<file path="config.mk">
export PLATFORM = sky130hd
export DESIGN_NAME = config_shift_adder_4bit_flat
export DESIGN_NICKNAME = d
export VERILOG_FILES = /design/src/rtl/config_shift_adder_4bit_if.sv /design/src/rtl/config_shift_adder_4bit.sv /design/src/flat_wrapper.sv
export SDC_FILE = /design/constraint.sdc
export NUM_CORES = 1
export LEC_CHECK = 0
export BUFFER_PORTS_ARGS = -buffer_cell sky130_fd_sc_hd__buf_2
export CAP_MARGIN = 20
export CORE_MARGIN = 1.5
export CORE_UTILIZATION = 52
export CTS_CLUSTER_DIAMETER = 30
export CTS_CLUSTER_SIZE = 12
export DETAILED_ROUTE_END_ITERATION = 10
export PLACE_DENSITY = 0.78
export RECOVER_POWER = 100
export SYNTH_ARGS = -nofsm -noshare
export SYNTH_HDL_FRONTEND = slang
export SYNTH_SLANG_ARGS = --single-unit
</file>
<file path="constraint.sdc">
create_clock -name clk -period 0.95 [get_ports clk]
set_input_delay 0.095 -clock clk [delete_from_list [all_inputs] [get_ports clk]]
set_output_delay 0.095 -clock clk [all_outputs]
set_load 0.05 [all_outputs]
</file>
<file path="src/rtl/config_shift_adder_4bit_if.sv">
// ============================================================================
// Module      : config_shift_adder_4bit_if
// Description : Operand/result bundle for the precision-scalable 4-bit multiplier.
// Revision    : 1.0 - initial release
// ============================================================================
`default_nettype none

interface config_shift_adder_4bit_if;
  logic       in_valid;
  logic [3:0] multiplier;
  logic [3:0] multiplicand;
  logic       halvedPrecision;
  logic [7:0] product;
  logic       out_valid;

  modport master (
    output in_valid, multiplier, multiplicand, halvedPrecision,
    input  product, out_valid
  );

  modport slave (
    input  in_valid, multiplier, multiplicand, halvedPrecision,
    output product, out_valid
  );
endinterface

`default_nettype wire

</file>
<file path="src/rtl/config_shift_adder_4bit.sv">
// ============================================================================
// Module      : config_shift_adder_4bit
// Description : Shift-and-add 4x4 multiplier, optionally split into two 2x2 lanes,
//               with a registered 8-bit product.
// Revision    : 1.0 - initial release
// ============================================================================
`default_nettype none

module config_shift_adder_4bit #(
  parameter bit configurable = 1'b1,
  parameter bit zeroExtend   = 1'b1
) (
  input wire clk,
  input wire rst_n,
  config_shift_adder_4bit_if.slave bus
);

  logic       halved;
  logic [7:0] term [4];
  logic [7:0] full_sum;
  logic [3:0] lo_sum;
  logic [3:0] hi_sum;
  logic [7:0] product_next;
  logic [7:0] product_reg;
  logic       valid_reg;

  assign halved = configurable && bus.halvedPrecision;

  // One row per multiplier bit; in halved mode the cross-lane bits of the
  // shared partial-product array are gated off and each lane extends from its own MSB.
  generate
    for (genvar i = 0; i < 4; i++) begin : g_row
      localparam bit LO_LANE  = (i < 2);
      localparam bit FULL_MSB = (i == 3);
      localparam bit HALF_MSB = (i == 1) || (i == 3);

      logic [3:0] keep;
      logic [3:0] pp;
      logic       sign;
      logic [7:0] ext;
      logic [7:0] shifted;
      logic       negate;

      assign keep    = !halved ? 4'b1111 : (LO_LANE ? 4'b0011 : 4'b1100);
      assign pp      = {4{bus.multiplier[i]}} & bus.multiplicand & keep;
      assign sign    = zeroExtend ? 1'b0 : ((halved && LO_LANE) ? pp[1] : pp[3]);
      assign ext     = (halved && LO_LANE) ? {{6{sign}}, pp[1:0]} : {{4{sign}}, pp};
      assign shifted = ext << i;
      assign negate  = !zeroExtend && (halved ? HALF_MSB : FULL_MSB);
      assign term[i] = negate ? (~shifted + 8'd1) : shifted;
    end
  endgenerate

  // Lane sums are kept 4 bits wide so no carry can cross the nibble boundary.
  assign full_sum = term[0] + term[1] + term[2] + term[3];
  assign lo_sum   = term[0][3:0] + term[1][3:0];
  assign hi_sum   = term[2][7:4] + term[3][7:4];

  assign product_next = halved ? {hi_sum, lo_sum} : full_sum;

  always_ff @(posedge clk or negedge rst_n) begin
    if (!rst_n) begin
      product_reg <= 8'h00;
      valid_reg   <= 1'b0;
    end else begin
      valid_reg <= bus.in_valid;
      if (bus.in_valid) begin
        product_reg <= product_next;
      end
    end
  end

  assign bus.product   = product_reg;
  assign bus.out_valid = valid_reg;

endmodule

`default_nettype wire

</file>
<file path="src/flat_wrapper.sv">
// flat-port wrapper written by rule: the top's interface ports become plain ports
module config_shift_adder_4bit_flat 
#(
  parameter bit configurable = 1'b1,
  parameter bit zeroExtend   = 1'b1
)
  (clk, rst_n, bus_in_valid, bus_multiplier, bus_multiplicand, bus_halvedPrecision, bus_product, bus_out_valid);
  config_shift_adder_4bit_if bus_i ();
  input wire clk;
  input wire rst_n;
  input wire logic [$bits(bus_i.in_valid)-1:0] bus_in_valid;
  input wire logic [$bits(bus_i.multiplier)-1:0] bus_multiplier;
  input wire logic [$bits(bus_i.multiplicand)-1:0] bus_multiplicand;
  input wire logic [$bits(bus_i.halvedPrecision)-1:0] bus_halvedPrecision;
  output wire logic [$bits(bus_i.product)-1:0] bus_product;
  output wire logic [$bits(bus_i.out_valid)-1:0] bus_out_valid;
  assign bus_i.in_valid = bus_in_valid;
  assign bus_i.multiplier = bus_multiplier;
  assign bus_i.multiplicand = bus_multiplicand;
  assign bus_i.halvedPrecision = bus_halvedPrecision;
  assign bus_product = bus_i.product;
  assign bus_out_valid = bus_i.out_valid;
  config_shift_adder_4bit #(.configurable(configurable), .zeroExtend(zeroExtend)) u_core (.clk(clk), .rst_n(rst_n), .bus(bus_i));
endmodule
</file>
---- Word level (Yosys, flattened, before mapping) ----
Index checks and enable logic that the tools add are counted.
storage, ports and cells
  memory bits (read-only) ................. 0
  bits in writable memories ............... 0
  memories ................................ 0
  input port bits ......................... 12
  bits in registers ....................... 9
  output and inout bits ................... 9
  word-level logic and storage cells ...... 20
  bits in latches ......................... 0
operators by class
  equal/unequal tests ..................... 0
  add/subtract/negate cells ............... 5
  divide/modulo/power cells ............... 0
  $lt $le $gt $ge ......................... 0
  reductions and logical operators ........ 0
  multiplexer cells ....................... 5
  $mul .................................... 0
  bitwise operators ....................... 8
  shift-type cells ........................ 0
operators by type and width
  cell           count
  $and A4 B4 Y4  8
  $mux W4        3
  $add A8 B5 Y8  1
  $add A8 B6 Y8  1
  $add A8 B7 Y8  1
  $mux W8        1
  $add A2 B3 Y4  1
  $add A4 B4 Y4  1
  $mux W2        1

---- Longest topological paths before layout ----
  depth after elaboration ................. 7
  gate-level depth with buffers ........... 14

---- Least setup slack after synthesis ----
No wires, ideal clock.
  path type ............................... input port to flip-flop
  from .................................... in bus_halvedPrecision
  to ...................................... reg u_core.product_reg[7] (netlist: u_core.bus.product[7])
  path buffers ............................ 1
  arrival time ............................ 3070 ps
  cell stages on the path ................. 14
  slack ................................... -2245 ps
  cells stage by stage .................... buf_2 -> inv_1 -> and3_1 -> fa_1 -> inv_1 -> fa_1 -> inv_1 -> ha_1 -> inv_1 -> fa_1 -> nand2b_1 -> a211o_1 -> mux2i_1 -> mux2_2
between the ends
  longest elaborated chain between the ends .. 7
RTL lines
  what                  line                           source
  from (decl)           flat_wrapper.sv:14             input wire logic [$bits(bus_i.halvedPrecision)-1:0] bus_halvedPrecision;
  $mux W4               config_shift_adder_4bit.sv:44  assign keep = !halved ? 4'b1111 : (LO_LANE ? 4'b0011 : 4'b1100);
  $and A4 B4 Y4         config_shift_adder_4bit.sv:45  assign pp = {4{bus.multiplier[i]}} & bus.multiplicand & keep;
  $mux W4               config_shift_adder_4bit.sv:47  assign ext = (halved && LO_LANE) ? {{6{sign}}, pp[1:0]} : {{4{sign}}, pp};
  $add A8 B5 Y8         config_shift_adder_4bit.sv:55  assign full_sum = term[0] + term[1] + term[2] + term[3];
  $add A8 B6 Y8         config_shift_adder_4bit.sv:55
  $add A8 B7 Y8         config_shift_adder_4bit.sv:55
  $mux W8 (*)           config_shift_adder_4bit.sv:59  assign product_next = halved ? {hi_sum, lo_sum} : full_sum;
  to (signal assigned)  config_shift_adder_4bit.sv:68  product_reg <= product_next;
  to (decl)             config_shift_adder_4bit.sv:24  logic [7:0] product_reg;
Every way passes the cells marked *; elsewhere a longest branch is shown, timed or not.
A chain may end at the register's enable or synchronous reset.

---- Final worst setup path ----
Ends and elaborated chain as after synthesis.

==> results.cfg <==
[cells_and_area]
largest_register_ffs = 8
instances_no_fill = 159
antenna_cells = 0
regArea_um2 = 226
layout_common_cells = buf_4, inv_1, dfrtp_1
nNetsFinal = 174
drive_gt1_share_pct = 54.5
final_common_cell = buf_4
final_cell_area_um2 = 1430
area_growth_pct = 64.3
nFillCells = 58
multi_input_area_um2 = 703

[drt]
drc = 0
vias_per_cell = 5.86
drt-total-wl_um = 3080
dr.pass1.iters = 5
vias = 931
wl_per_cell_um = 19.4
dr.first_iter.drc_count = 26
drtAntennaViolNets = 0

[status]
status = finished with violations
violations = setup timing

[sta]
clock.fmax_mhz = 373
slew_viol_final = 0
fin_crit_ps = 2680
worstMarginPinSlew_ps = 517
setup_tns_ps = -7250
worst_slack_ps = -1730
rsz0062_at_grt = true
relSlewSlack_pct = 65.5
fin_crit_sh_pct = 282
whs_ps = 98.3
setup_viol = 6
clock_skew_ps = 0
hold_violations = 0

[worst_setup_path]
crit_start = bus_halvedPrecision
worst_ep_required_time_ps = 1100
path_max_fanout = 6
critical_path_class = in2reg
endpoint_kind = flip-flop
cp-start-kind = input pin
worstPathArrival_ps = 2830
r2r_setup_slack_ps = 20
rr_startpoint = u_core.bus.product[1]

[min_path]
hp-class = in2reg
hp-start = bus_in_valid

[placed_design]
place_congestion = 0.739
dp_hpwl_um = 1660
dpl_worst_slack_ps = -2040
place_area_um2 = 1210
dp.cells = 150
io_buffers = 20

[clock_tree]
clock_latency_ps = 270
numCtsBuffers = 3
clockRootBuffer = clkbuf_4
path_clk_slew_ps = 60
cts_max_level = 1
clkSinkCount = 9
cts_tree = done
cts_buffer_depth = 2

[floorplanning]
die_w_um = 43.9
boundaryPins = 21
start_util_pct = 56.4
die_area_um2 = 1930
die_height_um = 43.9
core_um2 = 1540
rows = 14

[yosys]
yosysWarnings = 0
syn_area_um2 = 870
yosys_register_bits = 9
synth_area_leader_cell = dfrtp_1
syn_nets = 121
synth.avg_cell_area_um2 = 9.56
synth_area_leaders = dfrtp_1, fa_1, ha_1, inv_1, and3_1
synth-seq-area-share_pct = 25.9
syn_inst = 91
synth_top_area_share_pct = 25.9
netlist-cell-type-count = 27

[power_and_ir_drop]
power.density_nw_per_um2 = 1090
p_leak_nw = 0.734
peakVddDrop_mv = 1.36

[global_route]
grt_max_degree = 10
grt_antenna_before_repair = 0
grt_usage_pct = 27.6
grt_pass1_vias = 915
globalRouteOverflowTotal = 0
grt_pass1_wl_um = 3880

[run]
maxCapViolations = 0
[routing by layer]
| metal | GRT usage (%) | up-vias | wire (um) |
|---|---|---|---|
| li1 | - | 411 | - |
| met1 | 33.7 | 451 | 1130 |
| met2 | 49.7 | 55 | 1640 |
| met3 | 5.00 | 14 | 197 |
| met4 | 7.27 | 0 | 105 |
| met5 | 0 | - | 0 |
[final timing paths]
path	endpoint	depth (start not counted)
max	u_core.bus.product[7]	14
min	u_core.bus.out_valid	1
max reg2reg	u_core.bus.product[1]	2
min reg2reg	u_core.bus.product[6]	1
max in group asynchronous	u_core.bus.product[1]	2
min in group asynchronous	u_core.bus.product[0]	2
[stage by stage]
step | util (%) | total power [W]
5_1_grt | 92.7 | 0.00163
6_report | 92.7 | 0.00156
2_1_floorplan | - | 0.000843
4_1_cts | 88.6 | 0.00147
3_5_place_dp | 78.5 | 0.00107
3_3_place_gp | 78.5 | 0.00104
[logic make-up (layout without fill, tap and decap cells)]
| group | after synthesis | count (layout) | share of synthesized area, % |
|---|---|---|---|
| multiplexers | 5 | 5 | 6.04 |
| AO/OA/AOI/OAI | 13 | 13 | 10.1 |
| XOR/XNOR | 1 | 1 | 1.01 |
| buffers and inverters | 15 | 67 | 6.62 |
| AND/OR/NAND/NOR | 30 | 30 | 18.4 |
| flip-flops | 9 | 9 | 25.9 |
| adder cells (fa/ha/maj) | 18 | 18 | 31.9 |
[where the power goes]
part | leakage, nW | total [W] | internal, W | switching [W]
Sequential | 0.108 | 0.000459 | 0.000427 | 0.0000316
Combinational | 0.610 | 0.000790 | 0.000357 | 0.000433
Clock | 0.0150 | 0.000307 | 0.000162 | 0.000144
Total | 0.734 | 0.00156 | 0.000947 | 0.000609
[cell type report]
class	instances	area share, %
well taps	16	1.40
multi-input cells	67	49.2
inverters	13	3.94
clock buffers	4	1.84
flip-flops and latches	9	15.8
repair buffers	50	27.8
[Yosys cell counts (all sizes together)]
cell and count:
mux2 2, xor2 1, a21boi 1, nor3 1, buf 1, dfrtp 9
mux2i 3, inv 13, nor2b 1, and3 5, nor2 8, a41oi 1
clkbuf 1, a211o 1, o22a 1, nand2 4, a21oi 6, ha 11
nand2b 1, a31oi 1, fa 7, and3b 1, nand3 3, o21ai 2
and2 5, or2b 1
[worst max-delay path, stage by stage]
cell and delay, ps:
buf_8 90, inv_8 40, and3_4 140, fa_1 540, inv_1 70, fa_1 460, inv_2 80, ha_4 130
inv_2 40, fa_2 330, nand2b_4 150, a211o_1 270, mux2i_1 120, mux2_2 260
[timing repair]
item,4_1_cts,5_1_grt
endpoints found under the hold margin,9,0
endpoints found under the setup margin,14,12
pin swaps,11,6
gates resized for setup,26,11
hold buffers,1,0
buffers inserted,1,3
Power figures use the tool's default switching activity.
